===== src/rtl/stream_arb_mux.sv =====
// rtl/stream_arb_mux.sv - round-robin N-channel stream mux with registered output stage
// Define STREAM_ARB_MUX_LOCK_EN to hold the grant on one channel for a whole packet.
module stream_arb_mux #(
  parameter int NUM_CH = 8,
  parameter int DATA_W = 8,
  localparam int SEL_W = $clog2(NUM_CH)
) (
  input  logic                           clk,
  input  logic                           rst_n,
  input  logic [NUM_CH-1:0][DATA_W-1:0]  in_data,
  input  logic [NUM_CH-1:0]              in_valid,
  input  logic [NUM_CH-1:0]              in_last,
  output logic [NUM_CH-1:0]              in_ready,
  output logic [DATA_W-1:0]              out_data,
  output logic                           out_valid,
  output logic                           out_last,
  output logic [SEL_W-1:0]               out_sel,
  input  logic                           out_ready
);

  localparam logic [SEL_W:0]   NUM_CH_W = (SEL_W+1)'(NUM_CH);
  localparam logic [SEL_W-1:0] LAST_CH  = SEL_W'(NUM_CH-1);

  function automatic logic [SEL_W-1:0] wrap_inc(input logic [SEL_W-1:0] i);
    return (i == LAST_CH) ? '0 : i + SEL_W'(1);
  endfunction

  logic [SEL_W-1:0]  ptr_q, ptr_d;
  logic [DATA_W-1:0] out_data_q, out_data_d;
  logic              out_valid_q, out_valid_d;
  logic              out_last_q, out_last_d;
  logic [SEL_W-1:0]  out_sel_q, out_sel_d;
  logic [SEL_W-1:0]  rr_g, g;
  logic [SEL_W:0]    idx;
  logic              rr_valid, grant_valid, load, accept;

  // Walk the search order backwards so the channel closest to ptr wins.
  always_comb begin
    rr_g     = '0;
    rr_valid = 1'b0;
    idx      = '0;
    for (int k = NUM_CH-1; k >= 0; k--) begin
      idx = {1'b0, ptr_q} + (SEL_W+1)'(k);
      if (idx >= NUM_CH_W) idx = idx - NUM_CH_W;
      if (in_valid[idx[SEL_W-1:0]]) begin
        rr_g     = idx[SEL_W-1:0];
        rr_valid = 1'b1;
      end
    end
  end

`ifdef STREAM_ARB_MUX_LOCK_EN
  typedef enum logic {ARB, LOCKED} state_t;
  state_t           state_q, state_d;
  logic [SEL_W-1:0] lock_ch_q, lock_ch_d;

  always_comb begin
    g           = rr_g;
    grant_valid = rr_valid;
    if (state_q == LOCKED) begin
      g           = lock_ch_q;
      grant_valid = in_valid[lock_ch_q];
    end
  end

  always_comb begin
    state_d   = state_q;
    lock_ch_d = lock_ch_q;
    ptr_d     = ptr_q;
    if (accept) begin
      if (in_last[g]) begin
        state_d = ARB;
        ptr_d   = wrap_inc(g);
      end else if (state_q == ARB) begin
        state_d   = LOCKED;
        lock_ch_d = g;
      end
    end
  end

  always_ff @(posedge clk or negedge rst_n) begin
    if (!rst_n) begin
      state_q   <= ARB;
      lock_ch_q <= '0;
    end else begin
      state_q   <= state_d;
      lock_ch_q <= lock_ch_d;
    end
  end
`else
  assign g           = rr_g;
  assign grant_valid = rr_valid;

  always_comb begin
    ptr_d = ptr_q;
    if (accept) ptr_d = wrap_inc(g);
  end
`endif

  // rst_n gates load so no channel sees ready while the block is held in reset.
  assign load   = rst_n && (!out_valid_q || out_ready);
  assign accept = load && grant_valid;

  always_comb begin
    in_ready = '0;
    for (int i = 0; i < NUM_CH; i++) begin
      if (accept && (g == SEL_W'(i))) in_ready[i] = 1'b1;
    end
  end

  always_comb begin
    out_valid_d = out_valid_q;
    out_data_d  = out_data_q;
    out_last_d  = out_last_q;
    out_sel_d   = out_sel_q;
    if (load) begin
      out_valid_d = accept;
      if (accept) begin
        out_data_d = in_data[g];
        out_last_d = in_last[g];
        out_sel_d  = g;
      end
    end
  end

  always_ff @(posedge clk or negedge rst_n) begin
    if (!rst_n) begin
      ptr_q       <= '0;
      out_valid_q <= 1'b0;
      out_data_q  <= '0;
      out_last_q  <= 1'b0;
      out_sel_q   <= '0;
    end else begin
      ptr_q       <= ptr_d;
      out_valid_q <= out_valid_d;
      out_data_q  <= out_data_d;
      out_last_q  <= out_last_d;
      out_sel_q   <= out_sel_d;
    end
  end

  assign out_data  = out_data_q;
  assign out_valid = out_valid_q;
  assign out_last  = out_last_q;
  assign out_sel   = out_sel_q;

endmodule


===== config.mk =====
export PLATFORM = sky130hd
export DESIGN_NAME = stream_arb_mux
export DESIGN_NICKNAME = d
export VERILOG_FILES = /design/src/rtl/stream_arb_mux.sv
export SDC_FILE = /design/constraint.sdc
export NUM_CORES = 1
export LEC_CHECK = 0
export ABC_AREA = 0
export BUFFER_PORTS_ARGS = -buffer_cell sky130_fd_sc_hd__buf_2
export CAP_MARGIN = 20
export CORE_ASPECT_RATIO = 0.75
export CORE_MARGIN = 1
export CORE_UTILIZATION = 49
export DETAILED_ROUTE_END_ITERATION = 12
export GPL_TIMING_DRIVEN = 0
export PLACE_DENSITY = 0.85
export SLEW_MARGIN = 30
export SYNTH_ARGS = -nofsm -noshare
export SYNTH_HDL_FRONTEND = slang
export SYNTH_SLANG_ARGS = --single-unit

===== constraint.sdc =====
create_clock -name clk -period 5.2 [get_ports clk]
set_clock_uncertainty 0.2 [all_clocks]
set_input_delay 1.04 -clock clk [delete_from_list [all_inputs] [get_ports clk]]
set_output_delay 1.04 -clock clk [all_outputs]
set_load 0.05 [all_outputs]

==> reports/results.ini <==
[worst_setup_path]
crit_chain=buf_2 > mux4_2 > mux2i_1 > nand3_1 > a2111o_1 > clkbuf_1 > nand2_1 > nand2_1 > nor2_1 > clkbuf_4
r2r_setup_slack_ns=0.93
cp_top_family=multiplexers
crit-reg2reg-launch=ptr_q[1]$_DFFE_PN0P_
worstPathMaxFanout=10
cp-end-kind=output pin
path_class=in -> out
critPathBufInv=3
required_ns=3.96
critPathArrivalTime_ns=3.87
r2r_cells=15
r2r_end=out_last$_DFFE_PN0P_
slowest_stage=a2111o_1
critPathMostFrequentCell=nand2_1
start_kind=input pin
critPathMaxStageDelay_ns=0.54

[clock_tree]
path_clk_slew_ns=0.07
tritoncts=yes
clk_latency_ns=0.26
numCtsBuffers=3
ctsHtreeMaxLevel=1
clock-sinks=16
clockBufferDepth=2
postCtsHoldBufs=0
clock-root-buffer=clkbuf_8

[placement]
place_area_mm2=0.00294
dp_hpwl_mm=6.10
place_ws_ns=0.0898
io_buffers=103
place_congestion=0.917

[synth]
ys_seq_elements=16
syn_avg_cell_area_um2=8.82
yosysMostFrequentCell=a21boi_0
synthTopCellsByCount=32 x a21boi_0, 23 x nor2_1, 19 x a211oi_1, 16 x dfrtp_1, 16 x nand2_1
ys.flop_type=dfrtp_1
synth_edf_count=0
syn_area_mm2=0.00235
synth_cell_type_count=58
async_reset_ff_share_pct=100
yosysSeqAreaShare_pct=17.0
syn_nets=352
synth_area_leaders=dfrtp_1 17%, mux4_2 12%, a21boi_0 10%
yosys_warnings=0
syn_inst=267
synth_area_leader_cell=dfrtp_1
netlist.area_leader.share_pct=17.0

[floorplan]
die_y_um=62.0
fp-row-count=21
io_pins=104
die_w_um=82.0
core_area_mm2=0.00455
die_area_mm2=0.00509
start_util_pct=51.8

[sta]
slew_violations=0
setup_ws_ns=0.0934
fmax_mhz=196
hold_viol_final=0
relSlewSlack_pct=49.0
fin_crit_ns=5.11
tightest_slew_ns=0.764
setup_viol=0
min_period_over_period_pct=98.2

[cells_and_area]
n_fill_cell=373
syn_to_final_growth_pct=31.8
postLayoutCellArea_mm2=0.00310
diodes=0
nets=464
drive_gt1_share_pct=45.0

[hold_path]
hold_class=reg -> reg
min_to=out_valid$_DFFE_PN0P_
holdPathStages=2
worstHoldStart=out_valid$_DFFE_PN0P_

[route]
dr.pass1.iters=6
drt_wl_total_mm=8.18
antenna_left=0
wl_per_cell_um=18.8
drc_errors=0
via_count=2874
drtIter0Drc=463
vias_per_cell=6.61

[run]
drv_cap=0

[global_route]
grt_pass1_wl_mm=11.9
grt_util_all_layers_pct=31.4
grt_antenna_before_repair=0
first_global_vias=2436
grt_max_degree=19
gr-total-overflow=0

[run_status]
status=finished clean

==> registers in the layout, summed over array words and instances (netlist names) <==
name,cells
out_data,8
out_sel,3
ptr_q,3
out_last,1
out_valid,1
==> cell type report <==
| cell class | instances | area [µm²] | share of cell area [%] |
|---|---|---|---|
| buffer | 23 | 138 | 4.43 |
| clock buffer | 4 | 55.1 | 1.77 |
| inverter | 9 | 33.8 | 1.09 |
| multi-input combinational | 219 | 1850 | 59.5 |
| sequential | 16 | 400 | 12.9 |
| tap | 57 | 71.3 | 2.30 |
| timing repair buffer | 107 | 558 | 18.0 |
==> worst min-delay path: stages, from the launching register on <==
cell and delay, ns:
dfrtp_1 0.37, nand2_1 0.06, nand2_1 0.05
==> timing repair <==
action | in CTS | in global routing
buffers inserted | 1 | 3
endpoints found under the setup margin | 8 | 8
pin swaps | 2 | 5
gates resized for setup | 10 | 13
==> worst max-delay path by stage <==
stage | startpoint | endpoint | slack, ns | cells past startpoint
floorplan | ptr_q[1]$_DFFE_PN0P_ | in_ready[6] | 0.28 | 14
global placement | in_valid[5] | in_ready[4] | 0.13 | 10
detailed placement | in_valid[0] | in_ready[5] | 0.09 | 10
CTS | ptr_q[1]$_DFFE_PN0P_ | in_ready[7] | 0.01 | 15
global route | in_valid[5] | in_ready[2] | -0.02 | 11
finish | in_valid[0] | in_ready[7] | 0.09 | 10
==> cell families after synthesis <==
group                    count (synthesis)  share of synthesized area, %
multiplexers                            26                          18.5
AO/OA/AOI/OAI                          108                          37.0
buffers and inverters                   32                          6.54
AND/OR/NAND/NOR                         79                          18.1
flip-flops                              16                          17.0
XOR/XNOR                                 4                          1.81
adder cells (fa/ha/maj)                  2                          1.06
==> metal layers <==
layer,global-route usage [%],share of wire [%],vias to the layer above
met5,0,0,-
li1,-,-,1288
met2,50.5,47,195
met4,9.52,2.0,0
met1,43.2,40,1361
met3,5.84,11,30
==> placed cells by master, fill, tap and decap left out, types with 3 or more instances in the layout <==
master and instances:
o32ai_1 4, a211oi_1 19, mux4_2 13, a211oi_2 9, buf_6 4, nor2_1 22, o21ai_0 9, a21oi_1 4
clkbuf_8 4, buf_4 9, mux2_1 3, clkbuf_1 8, and3_1 4, or3_1 4, mux2_2 4, mux2i_1 5
a221o_1 3, nor4_2 4, a41o_1 5, nand2_1 16, dfrtp_1 16, buf_2 102, nand3_1 6, nand2b_1 3
a21boi_0 32, clkbuf_4 4, inv_1 7, nor4_1 7, o21ai_1 4
==> stage by stage <==
step	TNS, ns	hold slack (ns)	utilization (%)	cells
floorplan	0	0.544	-	267
global placement	0	0.283	64.7	427
detailed placement	0	0.286	64.7	427
CTS	0	0.306	66.9	432
global route	-0.0373	0.334	68.3	435
finish	0	0.310	68.3	435
Power is left out: the tool's default activity adds up to more than one toggle a clock period on the data nets, which glitch-free logic cannot reach.
